<file path="src/rtl/shift_engine.sv">
// Multi-cycle shift/rotate register: parallel load on start, then one shift step
// per clock for a latched count, with busy/done handshake and serial in/out.
module shift_engine #(
    parameter int WIDTH = 8,
    parameter int CNT_W = 4
) (
    input  logic             clk,
    input  logic             rst,
    input  logic             start,
    input  logic [2:0]       mode,
    input  logic [WIDTH-1:0] din,
    input  logic [CNT_W-1:0] amt,
    input  logic             sin,
    output logic [WIDTH-1:0] q,
    output logic             sout,
    output logic             busy,
    output logic             done
);

    typedef enum logic {
        IDLE,
        SHIFT
    } state_t;

    localparam int N = WIDTH - 1;

    state_t             state, state_n;
    logic [2:0]         mode_r, mode_n;
    logic [CNT_W-1:0]   cnt, cnt_n;
    logic [WIDTH-1:0]   q_n;
    logic               sout_n;
    logic               done_n;
    logic [WIDTH-1:0]   step_q;
    logic               step_out;

    // One shift step of the current register value under the latched mode.
    always_comb begin
        step_q   = q;
        step_out = sout;
        case (mode_r)
            3'd0: begin step_q = {q[N-1:0], 1'b0};  step_out = q[N]; end
            3'd1: begin step_q = {1'b0, q[N:1]};    step_out = q[0]; end
            3'd2: begin step_q = {q[N], q[N:1]};    step_out = q[0]; end
            3'd3: begin step_q = {q[N-1:0], q[N]};  step_out = q[N]; end
            3'd4: begin step_q = {q[0], q[N:1]};    step_out = q[0]; end
            3'd5: begin step_q = {sin, q[N:1]};     step_out = q[0]; end
            default: begin step_q = q;              step_out = sout; end
        endcase
    end

    // NOTE: every combinational output gets a default first so no path infers a latch.
    always_comb begin
        state_n = state;
        q_n     = q;
        sout_n  = sout;
        cnt_n   = cnt;
        mode_n  = mode_r;
        done_n  = 1'b0;
        case (state)
            IDLE: begin
                if (start) begin
                    q_n    = din;
                    mode_n = mode;
                    cnt_n  = amt;
                    sout_n = 1'b0;
                    if (amt == '0) begin
                        done_n = 1'b1;
                    end else begin
                        state_n = SHIFT;
                    end
                end
            end
            SHIFT: begin
                q_n    = step_q;
                sout_n = step_out;
                cnt_n  = cnt - 1'b1;
                if (cnt == CNT_W'(1)) begin
                    state_n = IDLE;
                    done_n  = 1'b1;
                end
            end
            default: state_n = IDLE;
        endcase
    end

    // NOTE: sequential state uses non-blocking assignments so all flops update together.
    always_ff @(posedge clk) begin
        if (rst) begin
            state  <= IDLE;
            q      <= '0;
            sout   <= 1'b0;
            cnt    <= '0;
            mode_r <= '0;
            done   <= 1'b0;
        end else begin
            state  <= state_n;
            q      <= q_n;
            sout   <= sout_n;
            cnt    <= cnt_n;
            mode_r <= mode_n;
            done   <= done_n;
        end
    end

    // Decoded straight from the state flop, so no input reaches it combinationally.
    assign busy = (state == SHIFT);

endmodule

</file>
<file path="config.mk">
export PLATFORM = sky130hd
export DESIGN_NAME = shift_engine
export DESIGN_NICKNAME = d
export VERILOG_FILES = /design/src/rtl/shift_engine.sv
export SDC_FILE = /design/constraint.sdc
export NUM_CORES = 1
export LEC_CHECK = 0
export CAP_MARGIN = 15
export CORE_AREA = 2 2 51 53
export DETAILED_ROUTE_END_ITERATION = 8
export DIE_AREA = 0 0 53 55
export GPL_ROUTABILITY_DRIVEN = 1
export PLACE_DENSITY_LB_ADDON = 0.15
export SKIP_LAST_GASP = 1
export SYNTH_ARGS = -nofsm -noshare
export SYNTH_HDL_FRONTEND = slang
export SYNTH_SLANG_ARGS = --single-unit
</file>
<file path="constraint.sdc">
create_clock -name clk -period 4.6 [get_ports clk]
set_input_delay 0.69 -clock clk [delete_from_list [all_inputs] [get_ports clk]]
set_output_delay 0.69 -clock clk [all_outputs]
set_load 0.005 [all_outputs]
</file>
==> key figures <==
Run status
  • Status: completed

Logic synthesis
  • Synthesized flop and latch total: 18
  • Seq/Total Area, Yosys: 0.350
  • Count of flip-flops with a built-in enable after synthesis: 0
  • Post-synthesis compound-gate area fraction: 0.301
  • Synth top cells by count: 18 x dfxtp_1, 12 x nor2_1, 11 x a21oi_1
  • Syn nets: 142
  • Asr flop ratio synth: 0
  • Most instantiated library cell after synthesis: dfxtp_1
  • Largest family of logic cells by synthesized area: compound AO/OA/AOI/OAI gates
  • Synthesized area: 0.00103 mm2
  • Post-synthesis mux area share: 0.0401
  • Post-synthesis adder-cell area fraction: 0.0486
  • Synth top area cells: dfxtp_1 35%, a221oi_1 7.7%, a21oi_1 5.3%
  • Area leader, netlist: dfxtp_1
  • Yosys top cell area share: 0.350
  • Mapped Avg Cell Area: 8.65 um2
  • Mapped Cells: 119
  • Ys Warns: 0
  • Synth Area in XOR/XNOR: 0.00851
  • Main flop type after synthesis: dfxtp_1
  • Yosys cell types: 37
  • Simple-gate share of the synthesized area: 0.193

Clocking
  • CTS H-tree lvls: 1
  • Clk sinks: 18
  • Root Driver: clkbuf_4
  • Clk pin slew, worst setup/hold paths: 0.11 ns
  • Post_cts resized: 0
  • Post-CTS setup buffers: 0
  • Max clock buf depth: 2
  • Hold_buf cts: 0
  • Clk_lat worst skew: 0.30 ns
  • CTS tree: yes
  • TritonCTS Buffers: 3

Layout
  • Layout Cells excl Fill: 176
  • Fillcell total: 231
  • # diodes: 0
  • Nets: 170
  • Share of layout cells above drive strength 1: 0.0822
  • Area Overhead vs Synth: 32.4%
  • Final Core Density: 0.577

Global route
  • Global-route wire length before repair: 3880 um
  • Vias in the first global route: 898
  • Global route total overflow: 0
  • GR Util All Layers: 0.180
  • Antenna violations before repair: 0
  • Largest net degree at the start of global routing: 21

Placed design
  • I/O Buffers: 29
  • Half-perimeter wire length after placement: 1750 um
  • Placed Cells: 171
  • Pre-CTS worst setup slack: 1.87 ns
  • Placer Congestion: 0.798

Power
  • P_leak: 0.494 nW
  • Worst IR Drop VDD: 0.192 mV
  • PwrDens: 288 mW/mm2
  • Pwr Total: 0.000392 W

Timing
  • Setup-failing EPs final: 0
  • Slew @ Worst Pin: 0.736 ns
  • Fmax: 0.459 GHz
  • Slew headroom: 0.508
  • Final Critical Period: 2.18 ns
  • Final-report hold violation count: 0
  • RSZ-0062 raised after global routing: false
  • Layout Skew: 0.0104 ns
  • Final period utilization: 0.474
  • Setup TNS: 0 ns
  • Fin. max-slew vios: 0
  • Final worst slack: 2.42 ns

Route
  • Number of vias per cell: 5.66
  • DRT iter0 DRCs: 15
  • DR DRC count: 0
  • Drt first pass iters: 4
  • Antenna viol nets, final: 0
  • Post-Route WL: 2460 um
  • Vias: 997
  • Detailed-route wire length per cell: 14.0 um

Die
  • Initial core utilization: 0.435
  • Die height: 55 um
  • Die Wd: 53 um
  • Core area: 0.00236 mm2
  • I/O Pins: 30
  • Die area: 0.00292 mm2
  • Site row count: 18

Worst setup path
  • Slowest cell on crit path: dfxtp_1
  • Reg2reg setup slack: 2.52 ns
  • CP Launch Type: flip-flop
  • CP Buf/Inv Count: 1
  • R2r startpoint: mode_r[1]$_SDFFE_PP0P_
  • Crit path max-delay family: flip-flops
  • CP Class: reg2out
  • Worst path arrival time: 1.49 ns
  • Worst Path Required: 3.91 ns
  • Slowest stage delay, CP: 0.60 ns
  • Reg2Reg Depth: 6
  • R2R Path End: q[7]$_SDFFE_PP0P_
  • CP Max Fanout: 13
  • Worst-path cell chain: clkdlybuf4s50_1
  • CP Capture Type: primary output

Min path
  • Hold Path Class: reg2reg
  • Hold Crit Endpoint: q[3]$_SDFFE_PP0P_
  • Cell depth of the worst hold path: 2
  • Hold Crit Start: q[3]$_SDFFE_PP0P_

Flow run
  • Max-cap violations: 0
==> worst min-delay path: stages (launching register included) <==
cell     delay [ns]
dfxtp_1        0.35
nand2_1        0.06
o31ai_1        0.05
==> cell type report <==
class	count	area, um2	share of cell area
Sequential cell	18	360	0.264
Tap cell	30	37.5	0.0275
Clock buffer	4	36.3	0.0266
Inverter	6	22.5	0.0165
Timing Repair Buffer	30	298	0.218
Multi-Input combinational cell	88	609	0.447
==> flip-flops by register name, indices dropped and copies added, names as in the netlist <==
register	cells
q	8
cnt	4
mode_r	3
busy	1
done	1
sout	1
==> routing by layer <==
metal  vias to the layer above  routed length [um]  global-route usage
met5                         -                   0                   0
met4                         0                  19              0.0641
met3                         2                 133              0.0323
met2                        30                1220               0.323
met1                       465                1090               0.216
li1                        500                   -                   -
==> cell usage in the layout (no fill, tap or decap), drive strengths merged <==
cell type	n
o31ai	7
or3b	3
o41ai	1
clkbuf	4
buf	1
inv	6
nor2b	2
ha	4
nor2	12
a31oi	2
nand2b	1
nor3b	1
a221oi	9
a21oi	11
nand3b	2
a211oi	1
or4b	1
o211ai	1
dfxtp	18
nand2	10
xnor2	1
o211a	1
and3	1
o2bb2ai	1
o2111ai	1
mux2	1
a222oi	1
mux2i	3
o21ai	4
clkdlybuf4s50	29
nor4	1
a32oi	1
nor3	2
nand3	1
or2	1
==> through the flow <==
step / instance area (um2) / hold slack [ns]
floorplan: 1030 / 0.468
global placement: 1320 / 0.485
detailed placement: 1320 / 0.490
CTS: 1360 / 0.505
global route: 1360 / 0.523
finish: 1360 / 0.503
==> worst max-delay path by stage <==
stage	start	end	slack, ns	cells after the start
global placement	start	q[7]$_SDFFE_PP0P_	1.88	4
CTS	start	q[7]$_SDFFE_PP0P_	2.17	4
finish	busy$_SDFF_PP0_	busy	2.42	1
floorplan	mode_r[1]$_SDFFE_PP0P_	q[7]$_SDFFE_PP0P_	2.80	7
global route	rst	q[6]$_SDFFE_PP0P_	2.31	4
detailed placement	start	q[7]$_SDFFE_PP0P_	1.87	4
==> report_power, final <==
part / internal, W / total [W] / switching [W] / leakage, nW
Combinational: 0.0000576 / 0.000104 / 0.0000462 / 0.324
Sequential: 0.000170 / 0.000189 / 0.0000188 / 0.149
Clock: 0.0000482 / 0.0000994 / 0.0000512 / 0.0210
==> kinds of logic (layout without fill, tap and decap cells) <==
family,Yosys count,count (layout)
AOI/OAI and AO/OA,41,41
buffers and inverters,13,40
muxes,4,4
xor gates and xnor gates,1,1
DFF,18,18
adders and majority gates,4,4
and+or+nand+nor,38,38
Power figures use the tool's default switching activity.
